$ cat src/rtl/fetch_pkg.sv
// Shared types and defaults for the 2-wide fetch controller.
package fetch_pkg;

    localparam logic [31:0] PC_STEP_DEFAULT     = 32'd8;
    localparam int          DONE_THRESH_DEFAULT = 10;

    typedef struct packed {
        logic [31:0] pc;
        logic [31:0] inst1;
        logic [31:0] inst2;
    } fetch_pair_t;

    typedef enum logic [1:0] {
        IDLE  = 2'd0,
        RUN   = 2'd1,
        DRAIN = 2'd2,
        DONE  = 2'd3
    } fetch_state_t;

endpackage

$ cat src/rtl/fetch_ctrl_if.sv
// Fetch-unit, decode and redirect signals of the fetch controller.
// master = the controller, slave = its environment.
interface fetch_ctrl_if;

    logic [31:0] fetch_pc;
    logic        fetch_req;
    logic [31:0] fetch_inst1;
    logic [31:0] fetch_inst2;
    logic        dec_valid;
    logic        dec_ready;
    logic [31:0] dec_pc;
    logic [31:0] dec_inst1;
    logic [31:0] dec_inst2;
    logic        redirect_valid;
    logic [31:0] redirect_pc;
    logic        done;

    modport master (
        output fetch_pc, fetch_req,
        input  fetch_inst1, fetch_inst2,
        output dec_valid, dec_pc, dec_inst1, dec_inst2,
        input  dec_ready,
        input  redirect_valid, redirect_pc,
        output done
    );

    modport slave (
        input  fetch_pc, fetch_req,
        output fetch_inst1, fetch_inst2,
        input  dec_valid, dec_pc, dec_inst1, dec_inst2,
        output dec_ready,
        output redirect_valid, redirect_pc,
        input  done
    );

endinterface

$ cat src/rtl/fetch_pair_fifo.sv
// Small synchronous FIFO of fetch pairs; flush wins over push and pop.
module fetch_pair_fifo
    import fetch_pkg::*;
#(
    parameter  int BUF_DEPTH = 2,
    localparam int AW        = $clog2(BUF_DEPTH),
    localparam int CW        = AW + 1
) (
    input  logic          clk,
    input  logic          rst,
    input  logic          push_i,
    input  logic          pop_i,
    input  logic          flush_i,
    input  fetch_pair_t   data_i,
    output logic [CW-1:0] count_o,
    output fetch_pair_t   head_o
);

    localparam logic [CW-1:0] DEPTH_C = CW'(BUF_DEPTH);

    fetch_pair_t   mem_q [BUF_DEPTH];
    logic [AW-1:0] wr_ptr_q;
    logic [AW-1:0] rd_ptr_q;
    logic [CW-1:0] count_q;
    logic          pop_w;

    assign pop_w   = pop_i && (count_q != '0);
    assign count_o = count_q;
    assign head_o  = mem_q[rd_ptr_q];

    // Pointer and occupancy tracking; pointers wrap naturally (power-of-2 depth).
    always_ff @(posedge clk) begin
        if (rst || flush_i) begin
            wr_ptr_q <= '0;
            rd_ptr_q <= '0;
            count_q  <= '0;
        end else begin
            if (push_i) wr_ptr_q <= wr_ptr_q + AW'(1);
            if (pop_w)  rd_ptr_q <= rd_ptr_q + AW'(1);
            count_q <= count_q + CW'(push_i) - CW'(pop_w);
        end
    end

    // Entry storage; contents are only meaningful below count, so no reset.
    always_ff @(posedge clk) begin
        if (push_i && !flush_i) mem_q[wr_ptr_q] <= data_i;
    end

    // The issue rule in the controller must never let a push hit a full buffer.
    always_ff @(posedge clk) begin
        if (!rst && push_i && !flush_i)
            assert (count_q < DEPTH_C) else $error("fetch_pair_fifo: push into full buffer");
    end

endmodule

$ cat src/rtl/fetch_ctrl.sv
// PC sequencer and buffering controller for the 2-wide fetch stage.
module fetch_ctrl
    import fetch_pkg::*;
#(
    parameter logic [31:0] RESET_PC    = 32'd0,
    parameter logic [31:0] PC_STEP     = PC_STEP_DEFAULT,
    parameter int          BUF_DEPTH   = 2,
    parameter int          DONE_THRESH = DONE_THRESH_DEFAULT
) (
    input  logic          clk,
    input  logic          rst,
    fetch_ctrl_if.master  bus
);

    localparam int            CW          = $clog2(BUF_DEPTH) + 1;
    localparam int            ZW          = $clog2(DONE_THRESH + 1);
    localparam logic [CW:0]   DEPTH_OCC   = (CW + 1)'(BUF_DEPTH);
    localparam logic [ZW-1:0] THRESH_C    = ZW'(DONE_THRESH);

    fetch_state_t  state_q;
    logic [31:0]   fetch_pc_q;
    logic [31:0]   req_pc_q;
    logic          inflight_q;
    logic [ZW-1:0] zero_cnt_q;
    logic [ZW-1:0] zero_cnt_d;

    logic [CW-1:0] count_w;
    fetch_pair_t   head_w;
    fetch_pair_t   push_data_w;
    logic [CW:0]   occ_w;
    logic          dec_valid_w;
    logic          deq_w;
    logic          redir_w;
    logic          issue_w;
    logic          resp_w;
    logic          resp_empty_w;
    logic          push_w;

    assign dec_valid_w  = (count_w != '0);
    assign deq_w        = dec_valid_w && bus.dec_ready;
    assign redir_w      = bus.redirect_valid && (state_q != DONE);
    // Occupancy after this cycle's dequeue, counting the outstanding response.
    assign occ_w        = {1'b0, count_w} - {{CW{1'b0}}, deq_w} + {{CW{1'b0}}, inflight_q};
    assign issue_w      = (state_q == RUN) && !bus.redirect_valid && (occ_w < DEPTH_OCC);
    assign resp_w       = inflight_q && !redir_w;
    assign resp_empty_w = resp_w && (bus.fetch_inst1 == '0);
    assign push_w       = resp_w && !resp_empty_w;
    assign push_data_w  = '{pc: req_pc_q, inst1: bus.fetch_inst1, inst2: bus.fetch_inst2};

    assign bus.fetch_pc  = fetch_pc_q;
    assign bus.fetch_req = issue_w;
    assign bus.dec_valid = dec_valid_w;
    assign bus.dec_pc    = dec_valid_w ? head_w.pc    : '0;
    assign bus.dec_inst1 = dec_valid_w ? head_w.inst1 : '0;
    assign bus.dec_inst2 = dec_valid_w ? head_w.inst2 : '0;
    assign bus.done      = (state_q == DONE);

    fetch_pair_fifo #(.BUF_DEPTH(BUF_DEPTH)) u_fifo (
        .clk     (clk),
        .rst     (rst),
        .push_i  (push_w),
        .pop_i   (deq_w),
        .flush_i (redir_w),
        .data_i  (push_data_w),
        .count_o (count_w),
        .head_o  (head_w)
    );

    // Empty-response run length: cleared by real pairs and redirects, saturating.
    always_comb begin
        zero_cnt_d = zero_cnt_q;
        if (redir_w)
            zero_cnt_d = '0;
        else if (resp_empty_w)
            zero_cnt_d = (zero_cnt_q == THRESH_C) ? zero_cnt_q : zero_cnt_q + ZW'(1);
        else if (push_w)
            zero_cnt_d = '0;
    end

    // Sequencer FSM with PC register and in-flight tracking; redirect overrides state.
    always_ff @(posedge clk) begin
        if (rst) begin
            state_q    <= IDLE;
            fetch_pc_q <= RESET_PC;
            inflight_q <= 1'b0;
            zero_cnt_q <= '0;
        end else begin
            inflight_q <= issue_w;
            zero_cnt_q <= zero_cnt_d;
            if (issue_w) fetch_pc_q <= fetch_pc_q + PC_STEP;
            if (redir_w) begin
                fetch_pc_q <= bus.redirect_pc;
                state_q    <= RUN;
            end else begin
                case (state_q)
                    IDLE:    state_q <= RUN;
                    RUN:     if (zero_cnt_q == THRESH_C) state_q <= DRAIN;
                    DRAIN:   if (count_w == '0 && !inflight_q) state_q <= DONE;
                    DONE:    state_q <= DONE;
                    default: state_q <= IDLE;
                endcase
            end
        end
    end

    // PC of the outstanding request, tagged onto its response pair.
    always_ff @(posedge clk) begin
        if (issue_w) req_pc_q <= fetch_pc_q;
    end

endmodule

$ cat src/flat_wrapper.sv
// flat-port wrapper written by rule: the top's interface ports become plain ports
module fetch_ctrl_flat import fetch_pkg::*;
#(
    parameter logic [31:0] RESET_PC    = 32'd0,
    parameter logic [31:0] PC_STEP     = PC_STEP_DEFAULT,
    parameter int          BUF_DEPTH   = 2,
    parameter int          DONE_THRESH = DONE_THRESH_DEFAULT
)
  (clk, rst, bus_fetch_pc, bus_fetch_req, bus_fetch_inst1, bus_fetch_inst2, bus_dec_valid, bus_dec_pc, bus_dec_inst1, bus_dec_inst2, bus_dec_ready, bus_redirect_valid, bus_redirect_pc, bus_done);
  fetch_ctrl_if bus_i ();
  input  logic clk;
  input  logic rst;
  output wire logic [$bits(bus_i.fetch_pc)-1:0] bus_fetch_pc;
  output wire logic [$bits(bus_i.fetch_req)-1:0] bus_fetch_req;
  input wire logic [$bits(bus_i.fetch_inst1)-1:0] bus_fetch_inst1;
  input wire logic [$bits(bus_i.fetch_inst2)-1:0] bus_fetch_inst2;
  output wire logic [$bits(bus_i.dec_valid)-1:0] bus_dec_valid;
  output wire logic [$bits(bus_i.dec_pc)-1:0] bus_dec_pc;
  output wire logic [$bits(bus_i.dec_inst1)-1:0] bus_dec_inst1;
  output wire logic [$bits(bus_i.dec_inst2)-1:0] bus_dec_inst2;
  input wire logic [$bits(bus_i.dec_ready)-1:0] bus_dec_ready;
  input wire logic [$bits(bus_i.redirect_valid)-1:0] bus_redirect_valid;
  input wire logic [$bits(bus_i.redirect_pc)-1:0] bus_redirect_pc;
  output wire logic [$bits(bus_i.done)-1:0] bus_done;
  assign bus_fetch_pc = bus_i.fetch_pc;
  assign bus_fetch_req = bus_i.fetch_req;
  assign bus_i.fetch_inst1 = bus_fetch_inst1;
  assign bus_i.fetch_inst2 = bus_fetch_inst2;
  assign bus_dec_valid = bus_i.dec_valid;
  assign bus_dec_pc = bus_i.dec_pc;
  assign bus_dec_inst1 = bus_i.dec_inst1;
  assign bus_dec_inst2 = bus_i.dec_inst2;
  assign bus_i.dec_ready = bus_dec_ready;
  assign bus_i.redirect_valid = bus_redirect_valid;
  assign bus_i.redirect_pc = bus_redirect_pc;
  assign bus_done = bus_i.done;
  fetch_ctrl #(.RESET_PC(RESET_PC), .PC_STEP(PC_STEP), .BUF_DEPTH(BUF_DEPTH), .DONE_THRESH(DONE_THRESH)) u_core (.clk(clk), .rst(rst), .bus(bus_i));
endmodule
$ cat config.mk
export PLATFORM = sky130hd
export DESIGN_NAME = fetch_ctrl_flat
export DESIGN_NICKNAME = d
export VERILOG_FILES = /design/src/rtl/fetch_pkg.sv /design/src/rtl/fetch_ctrl_if.sv /design/src/rtl/fetch_pair_fifo.sv /design/src/rtl/fetch_ctrl.sv /design/src/flat_wrapper.sv
export SDC_FILE = /design/constraint.sdc
export NUM_CORES = 1
export LEC_CHECK = 0
export BUFFER_PORTS_ARGS = -buffer_cell sky130_fd_sc_hd__buf_2
export CORE_MARGIN = 2
export CORE_UTILIZATION = 45
export CTS_CLUSTER_SIZE = 20
export DETAILED_ROUTE_END_ITERATION = 10
export PLACE_DENSITY = 0.68
export SLEW_MARGIN = 15
export SYNTH_ARGS = -nofsm -noshare
export SYNTH_HDL_FRONTEND = slang
export SYNTH_HIERARCHICAL = 1
export SYNTH_SLANG_ARGS = --single-unit
$ cat constraint.sdc
create_clock -name clk -period 11.7 [get_ports clk]
set_input_delay 0.585 -clock clk [delete_from_list [all_inputs] [get_ports clk]]
set_output_delay 0.585 -clock clk [all_outputs]
set_load 0.01 [all_outputs]
Word level (Yosys, flattened, before mapping). Memory sizes are Yosys's and may differ from the RTL's. A register that Yosys moved wholly into a read port is not among the register bits. Index checks and enable logic that the tools add are counted.

Add/sub/neg operators: 8. Order comparisons: 1. Equal/unequal tests: 10. Muxes and demuxes: 16. Reduce and logical (&&, ||, !) cells: 25.

Operators with widths (number): $mux W32 (5); $add A32 B4 Y32 const B (1); $logic_not A32 Y1 (1); $mux W4 (3); $logic_and A1 B1 Y1 (10); $pmux W2 S4 (1); $ne A2 B2 Y1 const B (3); $reduce_and A2 Y1 (3); $reduce_bool A2 Y1 (3); $mux W1 (5); $add A4 B1 Y4 const B (1); $eq A2 B2 Y1 const B (2); $eq A4 B4 Y1 const B (1); $logic_not A1 Y1 (4); $logic_not A2 Y1 (2); $mux W2 (2); $add A3 B1 Y3 (1); $lt A3 B2 Y1 const B (1); $ne A3 B1 Y1 const B (1); $ne A3 B2 Y1 const B (1); $sub A2 B1 Y3 (1); $add A1 B1 Y1 const B (2); $add A2 B1 Y2 (1); $eq A2 B1 Y1 const B (1); other kinds (4) (4).

Flip-flop bits (word level): 75. Bits in writable memories: 192. Bits of input ports: 100. Output and inout port bits: 131. Memories: 1.

Memory list: u_core.u_fifo.mem_q (words 2, width 96, read ports 1, clocked after memory_dff 1, write ports 1, RTL line fetch_pair_fifo.sv:21) `fetch_pair_t mem_q [BUF_DEPTH];`.

Logic depth before layout (Yosys ltp). Gate-level depths: netlist of run 1.

Depth after elaboration: 10. Mapped depth: 13.

Hierarchy. Netlist of run 1, hierarchy kept.

Modules (own cells, without submodules): fetch_pair_fifo (instances 1, cells each 320, area each 7368.3 µm², sequential area each 5865.6 µm²); fetch_ctrl (instances 1, cells each 426, area each 3866.2 µm², sequential area each 1741.7 µm²).

Least setup slack after synthesis of run 1. Ideal clock, no wire load.

Path type: input-to-reg. From: in bus_redirect_valid. To: mem u_core/u_fifo/mem_q[0][0] (netlist bit) (enable). Library setup time: 688 ps. Arrival time: 8302 ps. Slack: 2709 ps. Stages: 5. Buffers on the path: 1. Path through: a21bo_2 -> buf_2 -> nand2_1 -> nor2_1 -> nor3b_1.

Longest elaborated chain between the ends: 9.

RTL lines: start: declaration (RTL line flat_wrapper.sv:22) `input wire logic [$bits(bus_i.redirect_valid)-1:0] bus_redirect_valid;`; $logic_and A1 B1 Y1 * (RTL line fetch_ctrl.sv:41) `assign redir_w = bus.redirect_valid && (state_q != DONE);`; $logic_not A1 Y1 * (RTL line fetch_ctrl.sv:45) `assign resp_w = inflight_q && !redir_w;`; $logic_and A1 B1 Y1 * (RTL line fetch_ctrl.sv:45); $logic_and A1 B1 Y1 (RTL line fetch_ctrl.sv:46) `assign resp_empty_w = resp_w && (bus.fetch_inst1 == '0);`; $logic_not A1 Y1 (RTL line fetch_ctrl.sv:47) `assign push_w = resp_w && !resp_empty_w;`; $logic_and A1 B1 Y1 * (RTL line fetch_ctrl.sv:47); via u_core.push_w (RTL line fetch_ctrl.sv:37) `logic push_w;`; $logic_and A1 B1 Y1 * (RTL line fetch_pair_fifo.sv:46) `if (push_i && !flush_i) mem_q[wr_ptr_q] <= data_i;`; $mux W1 * (RTL line fetch_pair_fifo.sv:46); $mux W1 (not written as such) * (RTL line fetch_pair_fifo.sv:46); end: declaration (RTL line fetch_pair_fifo.sv:21).

Mark *: on every way through the listed nets, which the timed path passes. The rest lies on a longest branch.

Worst setup path in the final report of run 1.
From: reg u_core.u_fifo.count_q[1], in the netlist u_core/u_fifo/count_o[1]. To: out bus_fetch_req.

Longest elaborated chain between the ends: 6.

RTL lines: start: declaration (RTL line fetch_pair_fifo.sv:24) `logic [CW-1:0] count_q;`; start signal: assignment (RTL line fetch_pair_fifo.sv:40) `count_q <= count_q + CW'(push_i) - CW'(pop_w);`; $reduce_bool A2 Y1 (RTL line fetch_ctrl.sv:39) `assign dec_valid_w = (count_w != '0);`; $logic_and A1 B1 Y1 (RTL line fetch_ctrl.sv:40) `assign deq_w = dec_valid_w && bus.dec_ready;`; via u_core.deq_w (RTL line fetch_ctrl.sv:32) `logic deq_w;`; $sub A2 B1 Y3 (RTL line fetch_ctrl.sv:43) `assign occ_w = {1'b0, count_w} - {{CW{1'b0}}, deq_w} + {{CW{1'b0}}, inflight_q};`; $add A3 B1 Y3 (RTL line fetch_ctrl.sv:43); $lt A3 B2 Y1 (RTL line fetch_ctrl.sv:44) `assign issue_w = (state_q == RUN) && !bus.redirect_valid && (occ_w < DEPTH_OCC);`; $logic_and A1 B1 Y1 (RTL line fetch_ctrl.sv:44); end: declaration (RTL line flat_wrapper.sv:14) `output wire logic [$bits(bus_i.fetch_req)-1:0] bus_fetch_req;`.

The timed path passes the listed nets, and every way through them passes these cells.

==> summary.txt, run 1 <==
Status = complete, no violations
Via density = 5.20
Area Growth Syn to Fin = 20.5%
Post-cts sizing count = 0
First-pass GRT wire length = 36.3 mm
GRT Total Usage = 17.5%
Synth top area share = 59.9%
Synthesized netlist cell count = 746
Routed WL = 23.5 mm
Final Non-Filler Cells = 1323
Synthesis-stage register bit count = 268
Sequential area share after synthesis = 67.7%
CTS tree = done
Share of cells above drive strength 1 = 39.0%
Hold path cells = 1
Yosys warning count = 6
DRC = 0
Worst Hold Class = input port to register
Core ar. = 24400 µm²
Avg Inst Size Synth = 15.1 µm²
IO Pins = 231
Most common library cell in the layout ignoring fill and taps = buf_2
Worst Path Arrival = 4.81 ns
Yosys top cell by area = edfxtp_1
Gr ovfl total = 0
Total Die Area = 26200 µm²
Tcrit/Tclk final = 46.1%
Die height = 162 µm
IO Port Bufs = 230
# setup viols final = 0
Crit end category = primary output
Max frequency = 185 MHz
Rows = 57
Most frequent cells in the layout = buf_2 (230), edfxtp_1 (224), and2_1 (98)
Via count = 6874
Post-CTS Setup Bufs = 0
Clk_skew = 0.0158 ns
Sequential cell area = 7610 µm²
Leak = 0.00519 µW
Placed Instances = 1271
Total negative slack = 0 ns
Final Hold Viols = 0
DR iter-0 viols = 381
Vias in the first global route = 6788
Post-DRT Antenna Nets = 0
Initial antenna violation count = 1
Net Count, Synth = 853
Routed wire length per instance = 17.8 µm
Hold slack = 0.245 ns
Most common flop cell mapped by yosys = edfxtp_1
Async SR Flop Fraction = 0%
Mapped Area = 11200 µm²
Slew Viols, Final = 0
TritonCTS buffer count = 28
DP Wirelength = 14.9 mm
Initial Util = 46.1%
Drt pass-1 iters = 5
Fin nets = 1084
CTS Sinks = 268
Clock transition at the registers of the reported paths = 0.06 ns
CTS Root Cell = clkbuf_16
Max-cap viol count = 0
Peak VDD IR = 87.8 µV
Pwr per Cell Area = 148 nW/µm²
Worst-margin pin slew = 0.917 ns
Crit-path max FO = 99
Hold buffers post-CTS = 0
Ranking of synthesized cells by area = edfxtp_1 (60%), dfxtp_1 (7.8%), mux2_2 (5.9%), and2_1 (5.5%), mux2_4 (5.3%)
Area of the multi-input gates = 3360 µm²
R2R depth = 12
RSZ-0062 raised after global routing = false
Layout fillers = 2051
GPL Wtd Cong = 0.774
Distinct cells, synth = 53
CP startpoint kind = register
Rel. slew slack = 38.9%
Number of synthesized flops with an enable pin = 224
Die width = 162 µm
Crit path kind = register to primary output
Required time of the critical path = 11.12 ns
Clk buf depth = 3
Latest clock arrival within the worst-skew pair = 0.53 ns
Pin count of the biggest net entering global routing = 100
Crit path time final = 5.40 ns
H-tree Lvls = 1
cell usage after synthesis (2+ instances only):
master / count
a41oi_1: 2
and3b_1: 2
edfxtp_1: 224
or4_1: 5
clkbuf_1: 20
and2_1: 98
nand4_1: 6
and3_1: 4
nor4_4: 2
nor2_1: 24
nor3b_1: 3
buf_12: 4
inv_1: 12
a31oi_1: 15
a211oi_1: 10
buf_2: 8
nand2_1: 34
o21ai_0: 4
nor3_1: 10
nor4_1: 11
a2bb2oi_1: 2
xor2_1: 2
o211ai_1: 8
buf_1: 2
or3_1: 8
a21oi_1: 10
o21a_1: 2
mux2_2: 59
nand2b_1: 3
ha_1: 6
xnor2_1: 9
dfxtp_1: 44
or2_2: 2
mux2_4: 40
nand3_1: 23
a22oi_1: 11
state kept, by name, summed over array words and instances, names as in the netlist, named ones only:
name,count
u_core/bus.fetch_pc,32
u_core/inflight_q,1
u_core/req_pc_q,32
u_core/state_q,2
u_core/u_fifo/count_o,2
u_core/u_fifo/mem_q,192
u_core/u_fifo/rd_ptr_q,1
u_core/u_fifo/wr_ptr_q,1
u_core/zero_cnt_q,4
worst paths after layout:
kind                                     end  slack [ns]                      from
setup / recovery               bus_fetch_req        6.30  u_core/u_fifo/count_o[1]
hold / removal    u_core/u_fifo/mem_q[1][21]        0.25       bus_fetch_inst2[21]
hold reg to reg   u_core/u_fifo/mem_q[1][73]        0.44        u_core/req_pc_q[9]
setup reg to reg     u_core/bus.fetch_pc[16]        6.68  u_core/u_fifo/count_o[1]
routing by layer:
layer	part of all wire [%]	GRT usage, %	wire, µm	up-vias
met1	45	24.7	10500	3328
met5	0	0	0	-
met2	46	27.4	10900	247
met4	2.1	5.43	485	0
met3	7.0	3.52	1630	40
li1	-	-	-	3259
worst max-delay path, cell delays in order (launching register included):
cell      delay, ns
dfxtp_1        0.43
or2_2          0.15
buf_4          0.66
and2_1         0.26
ha_1           0.23
nand2b_1       0.15
fa_1           0.50
nor4bb_1       0.30
nand2_1        0.48
inv_2          0.86
buf_2          0.27
area by class of cell:
| type | instances | share of cell area [%] |
|---|---|---|
| Clock buffer | 41 | 5.99 |
| Antenna cell | 1 | 0.0185 |
| Timing Repair Buffer | 237 | 8.89 |
| Sequential cell | 268 | 56.2 |
| Multi-Input combinational cell | 429 | 24.8 |
| Clock inverter | 10 | 0.721 |
| Tap cell | 324 | 2.99 |
| Inverter | 13 | 0.360 |
stage by stage:
step | area, µm² | util, % | power [µW] | worst slack, ns
CTS | 13500 | 55.5 | 2030 | 6.17
global placement | 12600 | 51.8 | 1170 | 6.73
detailed placement | 12600 | 51.8 | 1170 | 6.63
floorplan | 11200 | - | 1120 | 2.71
global route | 13500 | 55.5 | 2080 | 5.90
finish | 13500 | 55.5 | 2010 | 6.30
power by group:
group	leakage, µW	total [µW]	internal [µW]	switching (µW)
clock network	0.000450	860	521	339
logic	0.00234	79.6	33.9	45.6
registers	0.00240	1070	1050	16.8
logic make-up after synthesis:
group	count (synthesis)	share of synthesized area, %
DFF	268	67.7
and+or+nand+nor	241	12.3
muxes	99	11.3
AOI/OAI and AO/OA	70	4.34
buffers and inverters	49	2.47
xor gates and xnor gates	12	1.06
adders and majority gates	7	0.846
No activity file was read; power rests on OpenSTA's default activity.
==> inputs of run 2 (changes only) <==
--- a/config.mk
+++ b/config.mk
@@ -10,7 +10,7 @@
 export CORE_UTILIZATION = 45
 export CTS_CLUSTER_SIZE = 20
 export DETAILED_ROUTE_END_ITERATION = 10
-export PLACE_DENSITY = 0.68
+export PLACE_DENSITY = 0.7
 export SLEW_MARGIN = 15
 export SYNTH_ARGS = -nofsm -noshare
 export SYNTH_HDL_FRONTEND = slang
==> constraint.sdc (replaced) <==
create_clock -name clk -period 4.75 [get_ports clk]
set_input_delay 0.2375 -clock clk [delete_from_list [all_inputs] [get_ports clk]]
set_output_delay 0.2375 -clock clk [all_outputs]
set_load 0.01 [all_outputs]
==> summary.txt, run 2 (same netlist as run 1, synthesis figures left out) <==
Status = complete, no violations
Initial antenna violation count = 1 (unchanged)
CP top delay family = simple AND/OR/NAND/NOR gates
Gr ovfl total = 0 (unchanged)
# setup viols final = 0 (unchanged)
Area Growth Syn to Fin = 28.4%
Most frequent cells in the layout = buf_2 (230), edfxtp_1 (224), and2_1 (98)
Most common library cell in the layout ignoring fill and taps = buf_2
Core ar. = 24400 µm² (unchanged)
Layout fillers = 1927 (-6.0%)
Max-cap viol count = 0 (unchanged)
CTS tree = done
Clk buf depth = 3 (unchanged)
Final Hold Viols = 0 (unchanged)
Leak = 0.00556 µW (+7.0%)
Initial Util = 46.1% (unchanged)
DRC = 0 (unchanged)
Worst Path Arrival = 4.03 ns (-0.78 ns)
Post-DRT Antenna Nets = 0 (unchanged)
Largest stage delay on the critical path = 0.67 ns (-0.19 ns)
IO Pins = 231 (unchanged)
Routed WL = 25.1 mm (+6.9%)
CP startpoint kind = register
Worst-margin pin slew = 0.958 ns (+0.0413 ns)
Fin nets = 1170 (+7.9%)
Worst Path Buf+Inv = 2 (-1)
CTS Root Cell = clkbuf_16
Tcrit/Tclk final = 89.8%
Crit path kind = register to primary output
Worst Hold Class = input port to register
Die width = 162 µm (unchanged)
Max FFs per register = 192 (unchanged)
Met1 wire length = 10.6 mm (+0.90%)
Wire length on met3 = 1.76 mm (+7.4%)
IO Port Bufs = 230 (unchanged)
First-pass GRT wire length = 38.1 mm (+5.0%)
Place WS = 0.667 ns (-5.97 ns)
Pin count of the biggest net entering global routing = 99 (-1.0%)
CP max-delay cell = inv_2
Via count = 7329 (+6.6%)
Max frequency = 234 MHz
Max layer used = met4
Area of the multi-input gates = 3360 µm² (+0.19%)
Met2 routed WL = 12.2 mm (+12%)
DP Wirelength = 15.2 mm (+1.9%)
Pwr per Cell Area = 347 nW/µm² (+130%)
Crit path time final = 4.27 ns
Peak VDD IR = 189 µV (+120%)
Vias in the first global route = 7387 (+8.8%)
TritonCTS buffer count = 28 (unchanged)
Rel. slew slack = 36.1% (-2.8 points)
Worst Slack Setup Final = 0.484 ns (-5.82 ns)
Via density = 5.20 (about the same)
GRT Total Usage = 18.4% (+0.91 points)
H-tree Lvls = 1 (unchanged)
Post-cts sizing count = 0 (unchanged)
Rows = 57 (unchanged)
Crit-path max FO = 29 (-71%)
Slew Viols, Final = 0 (unchanged)
Drt pass-1 iters = 5 (unchanged)
GPL Wtd Cong = 0.797 (+3.0%)
Post-CTS Setup Bufs = 0 (unchanged)
Total Die Area = 26200 µm² (unchanged)
Hold buffers post-CTS = 83 (+83)
Clk_skew = 0.0165 ns (+0.000637 ns)
RSZ-0062 raised after global routing = false
Crit end category = primary output
Sequential cell area = 7610 µm² (unchanged)
Total negative slack = 0 ns (unchanged)
CP Cell Sequence = or2_2 -> and2_1 -> ha_1 -> nand2b_1 -> fa_1 -> nor4bb_1 -> nand2_1 -> inv_2 -> buf_2
Latest clock arrival within the worst-skew pair = 0.53 ns (about the same)
Hold slack = 0.0446 ns (-0.200 ns)
CTS Sinks = 268 (unchanged)
DR iter-0 viols = 525 (+38%)
Clock transition at the registers of the reported paths = 0.06 ns (about the same)
Die height = 162 µm (unchanged)
Required time of the critical path = 4.51 ns (-6.61 ns)
Routed wire length per instance = 17.8 µm (+0.33%)
Biggest register = u_core/u_fifo/mem_q
Share of cells above drive strength 1 = 36.1% (-2.8 points)
[run 2: final cells by class]
| cell class | count | share of cell area (%) |
|---|---|---|
| repair buffers | 323 | 14.4 |
| clock buffers | 44 | 5.85 |
| multi-input cells | 429 | 23.3 |
| well taps | 324 | 2.81 |
| diodes | 1 | 0.0173 |
| clock inverters | 8 | 0.468 |
| inverters | 13 | 0.338 |
| flip-flops and latches | 268 | 52.8 |
[run 2: path summary, 6_finish.rpt]
kind	slack, ns	endpoint	cells after the start	from
worst max-delay path	0.48	bus_fetch_req	9	u_core/u_fifo/count_o[1]
worst min-delay path	0.04	u_core/bus.fetch_pc[6]	3	bus_redirect_pc[6]
worst max register to register	0.58	u_core/bus.fetch_pc[14]	11	u_core/u_fifo/count_o[1]
worst min register to register	0.44	u_core/u_fifo/mem_q[0][64]	0	u_core/req_pc_q[0]
[run 2: tightest hold or removal path, stage by stage]
cell      delay (ns)
buf_2           0.10
nor2_1          0.12
a211oi_1        0.06
[run 2: metrics by stage]
stage          utilization, %  cell area, µm²  total power, µW  std cells
2_1_floorplan               -           11200             2760        746
6_report                 59.1           14400             5010       1410
4_1_cts                  59.1           14400             5060       1409
5_1_grt                  59.1           14400             5170       1409
3_5_place_dp             52.0           12700             2880       1274
3_3_place_gp             52.0           12700             2870       1274
[run 2: report_power, final]
group,switching [µW],leakage [µW],total (µW),internal [µW]
combinational,127,0.00270,257,130
clock,844,0.000447,2120,1270
sequential,42.0,0.00240,2630,2590
total,1010,0.00556,5010,3990
[run 2: per-layer routing]
metal	global-route usage, %	vias up
li1	-	3442
met1	23.3	3564
met2	31.7	280
met3	3.80	43
met4	5.79	0
met5	0	-
==> inputs of run 3 (changes only) <==
--- a/config.mk
+++ b/config.mk
@@ -10,7 +10,8 @@
 export CORE_UTILIZATION = 45
 export CTS_CLUSTER_SIZE = 20
 export DETAILED_ROUTE_END_ITERATION = 10
-export PLACE_DENSITY = 0.7
+export HOLD_SLACK_MARGIN = 0.15
+export PLACE_DENSITY = 0.76
 export SLEW_MARGIN = 15
 export SYNTH_ARGS = -nofsm -noshare
 export SYNTH_HDL_FRONTEND = slang
==> summary.txt, run 3 (same netlist as run 1, synthesis figures left out) <==
Hold buffers post-CTS = 97 (+17%)
Slew Viols, Final = 0 (unchanged)
Placed Instances = 1275 (+0.078%)
H-tree Lvls = 1 (unchanged)
Core ar. = 24400 µm² (unchanged)
DP Wirelength = 15.5 mm (+2.2%)
Die height = 162 µm (unchanged)
Clk_skew = 0.0174 ns (+0.000965 ns)
Latest clock arrival within the worst-skew pair = 0.53 ns (about the same)
Met1 Use GR = 24.6% (+1.3 points)
Worst Path Arrival = 3.90 ns (-0.13 ns)
Clk buf depth = 3 (unchanged)
Crit end category = primary output
IO Pins = 231 (unchanged)
Reg power frac = 53.2% (+0.6 points)
Met2 Use GR = 31.9% (+0.19 points)
Worst Slack Setup Final = 0.609 ns (+0.125 ns)
Switch share = 20.5% (+0.27 points)
Status = complete, no violations
DRC = 0 (unchanged)
# setup viols final = 0 (unchanged)
TritonCTS buffer count = 28 (unchanged)
Post-DRT Antenna Nets = 0 (unchanged)
GR peak layer = met2
Drt pass-1 iters = 5 (unchanged)
Routed wire length per instance = 18.0 µm (+0.93%)
Fin util = 59.6% (+0.44 points)
CP Cell Sequence = or2_2 -> and2_1 -> ha_1 -> nand2b_1 -> fa_1 -> nor4bb_1 -> nand2_1 -> inv_2 -> buf_2
CTS Root Cell = clkbuf_16
Die width = 162 µm (unchanged)
CP startpoint = u_core/u_fifo/count_o[1]
Fin nets = 1185 (+1.3%)
Largest stage delay on the critical path = 0.62 ns (-0.05 ns)
HP Start = rst
Pin count of the biggest net entering global routing = 99 (unchanged)
GPL Wtd Cong = 0.808 (+1.4%)
Pwr per Cell Area = 341 nW/µm² (-1.8%)
Crit path time final = 4.14 ns (-0.125 ns)
Hold slack = 0.297 ns (+0.252 ns)
Worst Hold Class = input port to register
Final Hold Viols = 0 (unchanged)
Post-CTS Setup Bufs = 0 (unchanged)
Clock transition at the registers of the reported paths = 0.06 ns (about the same)
GR Util met3 = 2.89% (-0.92 points)
Crit path kind = register to primary output
CTS tree = done
GRT Total Usage = 18.9% (+0.54 points)
Required time of the critical path = 4.51 ns (about the same)
Leak = 0.00560 µW (+0.80%)
Total negative slack = 0 ns (unchanged)
CP max-delay cell = inv_2
Crit-path max FO = 27 (-6.9%)
Place WS = 0.740 ns (+0.0733 ns)
Biggest register = u_core/u_fifo/mem_q
Most common library cell in the layout ignoring fill and taps = buf_2
Peak VDD IR = 193 µV (+2.1%)
IO Port Bufs = 230 (unchanged)
Max-cap viol count = 0 (unchanged)
Area Growth Syn to Fin = 29.4%
Int Pwr = 3940 µW (-1.4%)
Rows = 57 (unchanged)
P_sw = 1020 µW (+0.26%)
Vias in the first global route = 7410 (+0.31%)
First-pass GRT wire length = 39.3 mm (+3.2%)
Final Non-Filler Cells = 1425 (+1.1%)
CTS Sinks = 268 (unchanged)
Worst r2r src = u_core/u_fifo/count_o[1]
CP startpoint kind = register
Initial Util = 46.1% (unchanged)
Initial antenna violation count = 1 (unchanged)
Post-cts sizing count = 0 (unchanged)
CP top delay family = simple AND/OR/NAND/NOR gates
Total Die Area = 26200 µm² (unchanged)
Via count = 7482 (+2.1%)
DR iter-0 viols = 554 (+5.5%)
RSZ-0062 raised after global routing = false
Most frequent cells in the layout = buf_2 (230), edfxtp_1 (224), and2_1 (98)
Rel. slew slack = 39.7% (+3.6 points)
Routed WL = 25.6 mm (+2.0%)
Tcrit/Tclk final = 87.2% (-2.6 points)
Worst Path Buf+Inv = 2 (unchanged)
Clock power frac = 41.5% (-0.8 points)
Max FFs per register = 192 (unchanged)
Gr ovfl total = 0 (unchanged)
Share of cells above drive strength 1 = 35.7% (-0.40 points)
Via density = 5.25 (+1.0%)
Worst-margin pin slew = 0.904 ns (-0.0542 ns)
Max frequency = 242 MHz (+3.0%)
Comb pwr share = 5.4% (+0.3 points)
## run 3: changes by cell type in the layout (fill, tap and decap cells not counted)
cell,delta
dlygate4sd3_1,+14
clkbuf_1,-2
bufinv_16,-1
clkbuf_16,-2
clkinv_2,-2
clkinvlp_4,+1
clkbuf_8,+4
buf_12,-1
clkinv_1,+2
buf_4,+2
## run 3: worst register-to-register path: stages (launching register included)
cell and delay [ns]:
dfxtp_1 0.36, or2_2 0.32, and2_1 0.18, ha_1 0.27, nand2b_1 0.16, fa_1 0.49
nor4bb_1 0.27, nand2_1 0.46, inv_2 0.63, nand2_1 0.31, or3_1 0.38, a31oi_1 0.18
## run 3: power by group through the flow
stage / combinational (µW) / sequential (µW) / clock [µW]
after global routing: 287 / 2640 / 2200
final: 266 / 2630 / 2060
after CTS: 262 / 2630 / 2110
after global placement: 192 / 2680 / 0
after floorplan: 85.4 / 2680 / 0
after detailed placement: 198 / 2680 / 0
## run 3: stage by stage
step                cell area [µm²]  total power [µW]
floorplan                     11200              2760
global placement              12700              2870
global route                  14500              5120
finish                        14500              4960
detailed placement            12700              2880
CTS                           14500              5000
## run 3: path summary, 6_finish.rpt
kind	endpoint	slack, ns	depth (start not counted)
setup / recovery	bus_fetch_req	0.61	9
hold reg to reg	u_core/u_fifo/mem_q[0][88]	0.45	0
setup reg to reg	u_core/bus.fetch_pc[16]	0.67	11
hold / removal	u_core/bus.fetch_pc[7]	0.30	2
## run 3: per-layer routing
layer | vias to the layer above | share of wire (%)
li1 | 3471 | -
met1 | 3646 | 41
met2 | 304 | 49
met3 | 61 | 6.1
met4 | 0 | 3.1
met5 | - | 0
## run 3: final cells by class
cell class                      count  area [µm²]
Multi-Input combinational cell    429        3360
Sequential cell                   268        7610
Clock inverter                      8        42.5
Clock buffer                       44         842
Inverter                           13        48.8
Timing Repair Buffer              338        2220
Fill cell                        1906        9860
Tap cell                          324         405
Antenna cell                        1        2.50
